`config.mk`:
```
export PLATFORM = sky130hd
export DESIGN_NAME = alu_exec_16bit
export DESIGN_NICKNAME = d
export VERILOG_FILES = /design/src/rtl/alu_exec_16bit.sv
export SDC_FILE = /design/constraint.sdc
export NUM_CORES = 1
export LEC_CHECK = 0
export ABC_AREA = 0
export CORE_AREA = 2 2 112 157
export DETAILED_ROUTE_END_ITERATION = 10
export DIE_AREA = 0 0 114 159
export HOLD_SLACK_MARGIN = 0.12
export PLACE_DENSITY_LB_ADDON = 0.1
export SYNTH_ARGS = -nofsm -noshare
export SYNTH_HDL_FRONTEND = slang
export SYNTH_SLANG_ARGS = --single-unit
```
`constraint.sdc`:
```
create_clock -name clk -period 3.1 [get_ports clk]
set_input_delay 0.465 -clock clk [delete_from_list [all_inputs] [get_ports clk]]
set_output_delay 0.465 -clock clk [all_outputs]
set_load 0.05 [all_outputs]
```
`src/rtl/alu_exec_16bit.sv`:
```
// alu_exec_16bit: execute stage between register-file read and write ports.
// Ports: clk, rst (async, active-high); in_valid/in_ready handshake; op, Rd,
// busA, busB in; Rw, WrEn, busW to the write port; ovf, zero flags.
module alu_exec_16bit #(
  parameter int WIDTH = 16,
  parameter int AW    = 5
) (
  input  logic             clk,
  input  logic             rst,
  input  logic             in_valid,
  output logic             in_ready,
  input  logic [3:0]       op,
  input  logic [AW-1:0]    Rd,
  input  logic [WIDTH-1:0] busA,
  input  logic [WIDTH-1:0] busB,
  output logic [AW-1:0]    Rw,
  output logic             WrEn,
  output logic [WIDTH-1:0] busW,
  output logic             ovf,
  output logic             zero
);

  localparam int SW = $clog2(WIDTH);
  localparam logic [3:0] OP_MUL = 4'd10;

  typedef enum logic {S_IDLE, S_MUL} state_t;

  state_t           r_state;
  state_t           w_next;
  logic [WIDTH-1:0] r_mcand;
  logic [WIDTH-1:0] r_mplier;
  logic [WIDTH-1:0] r_acc;
  logic [SW-1:0]    r_cnt;
  logic [AW-1:0]    r_rd;

  logic             w_accept;
  logic             w_wr;
  logic             w_ovf;
  logic [WIDTH-1:0] w_res;
  logic [WIDTH-1:0] w_sum;
  logic [WIDTH-1:0] w_diff;
  logic [WIDTH-1:0] w_step;
  logic             w_last;
  logic [SW-1:0]    w_sh;

  assign in_ready = (r_state == S_IDLE);
  assign w_accept = in_valid & in_ready;
  assign w_sh     = busB[SW-1:0];
  assign w_sum    = busA + busB;
  assign w_diff   = busA - busB;
  // Partial product for this iteration folded in so the last edge
  // can write the finished product directly.
  assign w_step   = r_acc + (r_mplier[0] ? r_mcand : '0);
  assign w_last   = (r_cnt == SW'(WIDTH - 1));

  always_comb begin
    w_res = '0;
    w_ovf = 1'b0;
    w_wr  = 1'b1;
    case (op)
      4'd0: begin
        w_res = w_sum;
        w_ovf = (busA[WIDTH-1] == busB[WIDTH-1]) &&
                (w_sum[WIDTH-1] != busA[WIDTH-1]);
      end
      4'd1: begin
        w_res = w_diff;
        w_ovf = (busA[WIDTH-1] != busB[WIDTH-1]) &&
                (w_diff[WIDTH-1] != busA[WIDTH-1]);
      end
      4'd2: w_res = busA & busB;
      4'd3: w_res = busA | busB;
      4'd4: w_res = busA ^ busB;
      4'd5: w_res = ~busA;
      4'd6: w_res = busA << w_sh;
      4'd7: w_res = busA >> w_sh;
      4'd8: w_res = $unsigned($signed(busA) >>> w_sh);
      4'd9: w_res = {{(WIDTH-1){1'b0}},
                     ($signed(busA) < $signed(busB))};
      default: w_wr = 1'b0;
    endcase
  end

  always_comb begin
    w_next = r_state;
    case (r_state)
      S_IDLE: if (w_accept && op == OP_MUL) w_next = S_MUL;
      S_MUL:  if (w_last) w_next = S_IDLE;
      default: w_next = S_IDLE;
    endcase
  end

  always_ff @(posedge clk or posedge rst) begin
    if (rst) begin
      r_state  <= S_IDLE;
      r_mcand  <= '0;
      r_mplier <= '0;
      r_acc    <= '0;
      r_cnt    <= '0;
      r_rd     <= '0;
      Rw       <= '0;
      WrEn     <= 1'b0;
      busW     <= '0;
      ovf      <= 1'b0;
      zero     <= 1'b0;
    end else begin
      r_state <= w_next;
      WrEn    <= 1'b0;
      case (r_state)
        S_IDLE: begin
          if (w_accept && op == OP_MUL) begin
            r_mcand  <= busA;
            r_mplier <= busB;
            r_acc    <= '0;
            r_cnt    <= '0;
            r_rd     <= Rd;
          end else if (w_accept && w_wr) begin
            Rw   <= Rd;
            busW <= w_res;
            WrEn <= 1'b1;
            ovf  <= w_ovf;
            zero <= (w_res == '0);
          end
        end
        S_MUL: begin
          r_acc    <= w_step;
          r_mcand  <= r_mcand << 1;
          r_mplier <= r_mplier >> 1;
          r_cnt    <= r_cnt + 1'b1;
          if (w_last) begin
            busW <= w_step;
            Rw   <= r_rd;
            WrEn <= 1'b1;
            ovf  <= 1'b0;
            zero <= (w_step == '0);
          end
        end
        default: ;
      endcase
    end
  end

endmodule

```
# --- Word level (Yosys, flattened, before mapping) ---
# Cells that the tools add are included.
word_totals:
  reg_bits: 82
  in_bits: 44
op_classes:
  order_cmp: 1
  addsub: 4
  shift: 3
  bitwise_logic: 6
  eq_ne: 19
  mux: 35
  n_reduce_logical: 10
op_table:
  columns: ["cell", "n"]
  rows:
  - ["$pmux 16 s10", 1]
  - ["$pmux 16 s2", 4]
  - ["$mux 16", 7]
  - ["$add 16x16->16", 2]
  - ["$logic_not 16->1", 2]
  - ["$and 16x16->16", 1]
  - ["$eq 4x3->1 const B", 4]
  - ["$eq 4x4->1 const B", 4]
  - ["$lt 16x16->1", 1]
  - ["$not 16->16", 1]
  - ["$or 16x16->16", 1]
  - ["$shl 16x4->16", 1]
  - ["$shr 16x4->16", 1]
  - ["$sshr 16x4->16", 1]
  - ["$sub 16x16->16", 1]
  - ["$xor 16x16->16", 1]
  - ["$mux 5", 3]
  - ["$mux 1", 12]
  - ["$pmux 1 s2", 5]
  - ["$pmux 5 s2", 1]
  - ["$reduce_or 10->1", 1]
  - ["$eq 4x2->1 const B", 2]
  - ["$pmux 4 s2", 1]
  - ["$ne 2x1->1 const B", 3]
  - ["12 further kinds", 17]

# --- Logic depth before layout (Yosys ltp) ---
# Gate-level depths: netlist of run 1.
logic_depth:
  ltp_word: 7
  mapped_depth: 14
  mapped_depth_nobuf: 13

# --- Worst setup path before layout of run 1 ---
# OpenSTA, ideal clock, no wires.
synth_timing:
  path_type: "in2reg"
  start: "input port busB[2]"
  end: "register busW[13]"
  arrival_ns: 3.442
  stages: 14
  setup_ns: 0.119
  slack_ns: -0.461
  required_ns: 2.981
  path_cell_list: "buf_6 > inv_1 > clkbuf_1 > ha_1 > buf_2 > nor2b_1 > a211oi_2 > o211a_1 > o41ai_2 > o31a_1 > a221o_1 > a2111oi_1 > o211ai_1 > o21a_1"
synth_via:
  elab_chain_cells: 5
  word_cells_on_any_way: 9
synth_rtl:
  columns: ["item", "line_no", "source"]
  rows:
  - ["from (decl)", "15", "input logic [WIDTH-1:0] busB,"]
  - ["$sub 16x16->16 (tied with other cells)", "50", "assign w_diff = busA - busB;"]
  - ["$pmux 16 s10 *", "60", "case (op)"]
  - ["$mux 16 *", "117", "end else if (w_accept && w_wr) begin"]
  - ["$mux 16 *", "111", "if (w_accept && op == OP_MUL) begin"]
  - ["$pmux 16 s2 *", "109", "case (r_state)"]
  - ["to (signal assigned)", "119", "busW <= w_res;"]
  - ["to (signal assigned)", "131", "busW <= w_step;"]
  - ["to (decl)", "18", "output logic [WIDTH-1:0] busW,"]
# Every way passes the cells marked *; elsewhere a longest branch is shown, timed or not. The select of a mux whose other input is x is not followed.
# A chain may end at the register's enable or synchronous reset.

# --- Worst setup path in the final report of run 1 ---
layout_timing:
  start: "register r_mplier[0]"
  end: "register zero"
layout_via:
  elab_chain_cells: 5
layout_rtl:
  columns: ["item", "line_no", "source"]
  rows:
  - ["from (decl)", "31", "logic [WIDTH-1:0] r_mplier;"]
  - ["from (signal assigned)", "113", "r_mplier <= busB;"]
  - ["from (signal assigned)", "128", "r_mplier <= r_mplier >> 1;"]
  - ["$mux 16", "53", "assign w_step = r_acc + (r_mplier[0] ? r_mcand : '0);"]
  - ["$add 16x16->16", "53", null]
  - ["$logic_not 16->1", "135", "zero <= (w_step == '0);"]
  - ["$mux 1", "130", "if (w_last) begin"]
  - ["$pmux 1 s2", "109", null]
  - ["to (signal assigned)", "122", "zero <= (w_res == '0);"]
  - ["to (signal assigned)", "135", null]
  - ["to (decl)", "20", "output logic zero"]
# Every way passes these cells. The select of a mux whose other input is x is not followed.

==> metrics.md, run 1 <==
| Metric | Value |
|---|---|
| Antenna fix cells | `0` |
| Placement Cell Area | `between 10000 and 15000 sq um` |
| Most common cell in the netlist | `nand2_1` |
| #FFs+latches synth | `roughly 80` |
| Gr ovfl total | `0` |
| Layout cells sized above 1 | `around 37%` |
| Mean area per synthesized cell | `around 8.4 sq um` |
| Fin. max-slew vios | `0` |
| Starting density of the core | `between 50% and 60%` |
| Run status | `finished with violations` |
| Placed cells | `about 1600` |
| Worst Path Required | `3370 ps` |
| Area grow syn2layout | `44.0%` |
| # IOs | `between 60 and 70` |
| Global-route wire length before repair | `about 54 mm` |
| Buffers added on ports | `slightly below 70` |
| Crit path arrival time | `around 3400 ps` |
| Tmin final | `around 3100 ps` |
| Reg2reg start | `r_mplier[0]$_DFFE_PP0P_` |
| CP startpoint | `r_mplier[0]$_DFFE_PP0P_` |
| Async set-reset flop share out of synthesis | `100%` |
| DRC Markers | `0` |
| Distinct cells, synth | `95` |
| Crit Path Class | `reg -> reg` |
| Std-Cell Rows | `56` |
| F_max | `between 300 and 400 MHz` |
| Detailed Place HPWL | `around 27 mm` |
| CTS Sinks | `just over 80` |
| Primary FF master, synth | `dfrtp_1` |
| Vias in the first global route | `a little under 10000` |
| Tightest Pin Transition | `around 940 ps` |
| Routed via count | `between 10000 and 15000` |
| Die X | `approximately 110 um` |
| Kind of end point of the critical path | `flip-flop` |
| Total power | `6.51 mW` |
| Failing checks | `setup timing` |
| Top cell type's share of synthesized area | `a little under a quarter` |
| CTS H-tree depth | `3` |
| Initial antenna violation count | `1` |
| Synthesized area | `around 9000 sq um` |
| Max cap viols | `0` |
| Total CTS buffers | `9` |
| Final setup margin | `-38.5 ps` |
| Synth cell count leaders | `131 x nand2_1, 82 x dfrtp_1, 70 x a21oi_1, 67 x ha_1, 65 x nor2_1` |
| Die Y | `~160 um` |
| Total routed wirelength | `35.6 mm` |
| R2R Setup Slk | `-40 ps` |
| CP dominant cell by count | `buf_4` |
| Area contributors post-synth | `dfrtp_1 23%, ha_1 9.3%, nand2_1 5.5%, mux2i_1 5.3%, mux4_2 4.8%` |
| Synth area leader | `dfrtp_1` |
| Synth Instances | `between 1000 and 1500` |
| Final setup fails | `1` |
| Worst VDD drop | `0.353 mV` |
| Hold_buf cts | `0` |
| Post-synthesis sequential area ratio | `between 20% and 30%` |
| Leak | `slightly below 6 nW` |
| Clock root buffer | `clkbuf_16` |
| Drt via density | `6.38` |
| Yosys Warn Count | `0` |
| Clock buffer depth | `2` |
| FF-to-FF path depth | `14` |
| Gr usage total | `a little under two fifths` |
| Crit-path max cell delay | `380 ps` |
| Final instance area | `~13000 sq um` |
| Slew HR | `between 30% and 40%` |
| Synth Net Count | `1186` |
| Full die area | `about 18000 sq um` |
| Initial drt markers | `a little under 900` |
| Crit Path Max Fanout | `6` |
| ANT nets after route | `0` |
| Largest net degree at the start of global routing | `69` |
| FF-to-FF End | `zero$_DFFE_PP0P_` |
| Post-synth EDFFs | `0` |
| Hold Fails Final Rpt | `0` |
| DRT Pass-1 Iters | `5` |
| Critical path startpoint category | `flip-flop` |
| Unrepaired setup endpoints after global routing | `yes` |
| # nets final | `between 1000 and 1500` |
| Pwr Density | `503 nW/um^2` |
| Fin cells | `approximately 1600` |
| Worst clock skew | `between 7 and 8 ps` |
| Core ar. | `16700 sq um` |
| Worst-Skew Late Latency | `340 ps` |
| Tcrit/Tclk final | `101%` |
| Worst-path cell chain | `buf_4 > and2_1 > ha_1 > and3_4 > a221oi_2 > buf_4 > o21bai_1 > a21oi_1 > xnor2_1 > a2111oi_2 > buf_4 > nor4b_4 > a31oi_1 > o21ai_1` |
| Detailed-route wire length per cell | `between 20 and 25 um` |
| CTS tree | `yes` |
| Reg clk slew, reported paths | `around 70 ps` |
| Tightest Hold Check Type | `in -> async` |
| Routability Congestion | `about 1` |
| Slowest stage cell, crit path | `dfrtp_1` |
==> layout make-up <==
type,instances,area [sq um]
Multi-Input combinational cell,847,6950
Clock inverter,7,52.6
Timing Repair Buffer,386,3200
Sequential cell,82,2050
Clock buffer,9,225
Inverter,53,208
Fill cell,1204,3730
Tap cell,203,254
==> per-stage QoR <==
| step | setup TNS [ps] | setup slack (ps) | utilization (%) | hold slack [ps] |
|---|---|---|---|---|
| after floorplan | -2.80 | -2.80 | - | 443 |
| after global placement | -6680 | -667 | 71.5 | 458 |
| after detailed placement | -7110 | -682 | 71.5 | 465 |
| after CTS | 0 | 1.88 | 75.1 | 483 |
| after global routing | -164 | -120 | 77.6 | 499 |
| final | -38.5 | -38.5 | 77.6 | 480 |
==> per-layer routing <==
metal,wire [um],part of all wire [%],up-vias,track usage [%]
met5,28,0.079,-,0
met4,2840,8.0,2,25.2
met3,2230,6.3,154,5.10
met2,17300,48,529,64.2
met1,13200,37,4836,45.2
li1,-,-,4600,-
==> placed cells by master (no fill, tap or decap), types with 11 or more instances in the layout <==
cell,netlist,layout
mux4_2,19,20
nand2_1,131,130
and2_1,22,19
dfrtp_1,82,81
a22oi_1,20,18
o211ai_1,23,23
o21ai_0,53,52
ha_4,0,19
ha_1,67,45
nand3_1,22,22
buf_4,8,296
xnor2_1,12,11
inv_2,1,15
clkdlybuf4s50_1,0,41
o21a_1,17,17
a21o_1,18,17
a21oi_1,70,63
nor3_1,21,18
inv_1,52,35
buf_6,8,15
nor2_1,65,59
mux2i_1,48,48
==> worst max-delay path, delay by kind of cell, from the launching register on <==
| kind | cells | cell delay, ps |
|---|---|---|
| AND/OR/NAND/NOR | 3 | 560 |
| AO/OA/AOI/OAI | 6 | 1140 |
| flip-flops | 1 | 380 |
| XOR/XNOR | 1 | 160 |
| buffers and inverters | 3 | 500 |
| adder cells (fa/ha/maj) | 1 | 320 |
==> timing repair <==
item,in CTS,in global routing
buffers inserted,12,7
pin swaps,35,50
setup endpoints to repair,11,16
resized for setup,94,106
==> logic make-up after synthesis <==
kind of cell / Yosys count / synth area share (%)
XOR/XNOR: 15 / 1.46
AO/OA/AOI/OAI: 341 / 26.7
adder cells (fa/ha/maj): 70 / 10.0
flip-flops: 82 / 22.8
buffers and inverters: 143 / 7.85
multiplexers: 79 / 12.3
AND/OR/NAND/NOR: 342 / 18.9
==> power breakdown <==
group / internal (mW) / switching, mW
logic: 1.57 / 2.21
clock network: 0.548 / 0.443
registers: 1.46 / 0.284
==> flip-flops by register name (all words and copies together), names as in the netlist <==
signal and flops:
Rw 5, WrEn 1, busW 16, ovf 1, r_acc 16, r_cnt 4
r_mcand 16, r_mplier 16, r_rd 5, r_state 1, zero 1
==> worst max-delay path by stage <==
stage / endpoint / slack [ps] / cells after the start
finish: zero$_DFFE_PP0P_ / -40 / 14
global route: zero$_DFFE_PP0P_ / -120 / 14
CTS: busW[13]$_DFFE_PP0P_ / 2 / 13
detailed placement: zero$_DFFE_PP0P_ / -680 / 11
global placement: busW[13]$_DFFE_PP0P_ / -670 / 12
floorplan: busW[13]$_DFFE_PP0P_ / -3 / 13
Note: power is estimated with default switching activity, not from simulation.
==> inputs of run 2 (changes only) <==
--- a/config.mk
+++ b/config.mk
@@ -7,6 +7,7 @@
 export LEC_CHECK = 0
 export ABC_AREA = 0
 export CORE_AREA = 2 2 112 157
+export CTS_CLUSTER_SIZE = 30
 export DETAILED_ROUTE_END_ITERATION = 10
 export DIE_AREA = 0 0 114 159
 export HOLD_SLACK_MARGIN = 0.12
==> results of run 2 <==
The final DEF is identical to that of run 1; final timing and power are the same.
==> inputs of run 3 (changes only) <==
==> constraint.sdc (replaced) <==
create_clock -name clk -period 3.15 [get_ports clk]
set_input_delay 0.4725 -clock clk [delete_from_list [all_inputs] [get_ports clk]]
set_output_delay 0.4725 -clock clk [all_outputs]
set_load 0.05 [all_outputs]
==> run 3 against run 2 <==
The flow still finishes with violations (setup timing). Critical path depth down 1. Setup slack better by 14 ps. Final area up 0.16%. Flip-flop and latch count unchanged. Count of clock-buffer cells in the layout up 2. Global-route usage up 0.24 points. Clock skew up 1.7 ps. Core utilization up 0.13 points. Die area unchanged. Hold slack worse by 40 ps. Clock power up 4%. Power down 0.46%. Critical endpoint unchanged. Largest power group unchanged.
==> metrics.md, run 3 (same netlist as run 1, synthesis figures left out) <==
| Metric | Value |
|---|---|
| Run status | `finished with violations` |
| Failing checks | `setup timing` |
| Drt via density | `6.41 (+0.53%)` |
| Most common cell after layout, fill and taps aside | `buf_4` |
| Std-Cell Rows | `56 (unchanged)` |
| Detailed Place HPWL | `27.0 mm (-1.3%)` |
| Tcrit/Tclk final | `101%` |
| Final hold slack | `440 ps (-40.4 ps)` |
| Final instance area | `13000 sq um (+0.16%)` |
| Detailed-route wire length per cell | `22.5 um (+0.43%)` |
| Full die area | `18100 sq um (unchanged)` |
| Placement Cell Area | `11700 sq um (-1.7%)` |
| Most frequent cells in the layout | `288 x buf_4, 129 x nand2_1, 81 x dfrtp_1` |
| Global-route wire length before repair | `54.3 mm (+0.78%)` |
| Fin. max-slew vios | `0 (unchanged)` |
| Core ar. | `16700 sq um (unchanged)` |
| Tightest Pin Transition | `1020 ps (+76.9 ps)` |
| Routed via count | `10136 (+0.15%)` |
| Crit Path Class | `in -> reg` |
| F_max | `around 310 MHz` |
| Slowest stage cell, crit path | `or4_4` |
| Worst-Skew Late Latency | `350 ps (about the same)` |
| Util after Layout | `77.7% (+0.13 points)` |
| Die Y | `159 um (unchanged)` |
| DRT Pass-1 Iters | `5 (unchanged)` |
| Clock buffer depth | `2 (unchanged)` |
| Reg2reg start | `r_mplier[0]$_DFFE_PP0P_` |
| Slew HR | `31.9% (-5.1 points)` |
| Crit Path Max Fanout | `10 (+4)` |
| Area grow syn2layout | `44.2%` |
| Fillers | `1209 (+0.42%)` |
| Pwr Density | `500 nW/um^2 (-0.63%)` |
| Gr ovfl total | `0 (unchanged)` |
| Crit-path max cell delay | `560 ps (+180 ps)` |
| Max cap viols | `0 (unchanged)` |
| Worst VDD drop | `0.288 mV (-18%)` |
| CP startpoint | `busA[8]` |
| Crit path arrival time | `3450 ps (+50 ps)` |
| CTS H-tree depth | `3 (unchanged)` |
| Layout cells sized above 1 | `36.8% (-0.057 points)` |
| Starting density of the core | `53.9% (unchanged)` |
| Total routed wirelength | `35.6 mm (about the same)` |
| Die X | `114 um (unchanged)` |
| Antenna fix cells | `0 (unchanged)` |
| Clock root buffer | `clkbuf_16` |
| Initial drt markers | `868 (-2.7%)` |
| DRC Markers | `0 (unchanged)` |
| Reg clk slew, reported paths | `60 ps (about the same)` |
| Unrepaired setup endpoints after global routing | `yes` |
| CTS Sinks | `82 (unchanged)` |
| Kind of end point of the critical path | `flip-flop` |
| Worst Path Required | `3420 ps (+50 ps)` |
| Largest net degree at the start of global routing | `50 (-28%)` |
| Critical path's top delay family | `simple AND/OR/NAND/NOR gates` |
| Hold_buf cts | `0 (unchanged)` |
| Hold Fails Final Rpt | `0 (unchanged)` |
| ANT nets after route | `0 (unchanged)` |
| Gr usage total | `38.5% (+0.24 points)` |
| Initial antenna violation count | `0 (-1)` |
| Leak | `5.98 nW (+0.79%)` |
| Total CTS buffers | `9 (unchanged)` |
| Critical path startpoint category | `input pin` |
| Tmin final | `3170 ps` |
| Worst-path cell chain | `dlymetal6s2s_1 > buf_6 > buf_4 > buf_4 > mux4_2 > mux2_2 > o21ai_1 > nand3_1 > a211oi_2 > and4b_1 > nand4_1 > or4_4 > o21ai_1` |
| Tightest Hold Check Type | `in -> reg` |
| Final setup margin | `-24.6 ps (+13.9 ps)` |
| Routability Congestion | `0.977 (-4.6%)` |
| # IOs | `69 (unchanged)` |
| HP Start | `busB[7]` |
| Worst clock skew | `9.34 ps (+1.69 ps)` |
| Vias in the first global route | `9944 (+0.16%)` |
| CTS tree | `yes` |
| Buffers added on ports | `68 (unchanged)` |
| Final setup fails | `1 (unchanged)` |
| # nets final | `1487 (-0.40%)` |
| CP Buf/Inv Count | `4 (+1)` |
## run 3: cell types whose count changed in the layout (fill, tap and decap cells not counted), moves of 3 or more
cell,delta
a2111oi_2,-4
a2111oi_4,+3
buf_4,-8
dlygate4sd2_1,-5
dlymetal6s2s_1,+5
ha_4,-3
## run 3: worst min-delay path, stage by stage
cell and delay (ps):
clkbuf_2 140, a22oi_1 80, nand2_1 60
## run 3: path summary, 6_finish.rpt
check	end	slack, ps	cells after the start
worst min register to register	r_rd[0]$_DFFE_PP0P_	480	2
worst max-delay path	zero$_DFFE_PP0P_	-20	13
max in group asynchronous	r_state$_DFF_PP0_	1950	3
worst max register to register	busW[14]$_DFFE_PP0P_	90	14
worst min-delay path	r_mplier[7]$_DFFE_PP0P_	440	3
min in group asynchronous	Rw[3]$_DFFE_PP0P_	500	2
## run 3: timing repair
action | in CTS | in global routing
buffers inserted | 13 | 19
pin swaps | 42 | 60
endpoints found under the hold margin | 0 | 0
setup endpoints to repair | 14 | 14
resized for setup | 103 | 114
## run 3: layer usage
layer	wire (um)	part of all wire [%]	track usage, %
met5	0	0	0
met4	2780	7.8	24.4
met3	2100	5.9	3.27
met2	17400	49	65.0
met1	13300	37	46.7
## run 3: area by class of cell
class	count	area, sq um	share of cell area [%]
clock inverters	5	36.3	0.280
clock buffers	11	253	1.95
well taps	203	254	1.96
flip-flops and latches	82	2050	15.8
multi-input cells	847	6990	54.0
repair buffers	380	3170	24.4
inverters	53	203	1.56
## run 3: per-stage QoR
stage | power [mW] | TNS [ps] | worst slack, ps | cells
global placement | 5.04 | -7430 | -851 | 1534
finish | 6.48 | -24.6 | -24.6 | 1581
floorplan | 3.78 | 0 | 0.503 | 1072
CTS | 6.26 | -73.3 | -73.3 | 1563
detailed placement | 5.12 | -8120 | -914 | 1534
global route | 6.80 | -152 | -89.8 | 1581
## run 3: report_power, final
group          total [mW]  internal, mW  switching, mW
clock                1.03         0.582          0.453
combinational        3.72          1.55           2.17
sequential           1.73          1.44          0.290
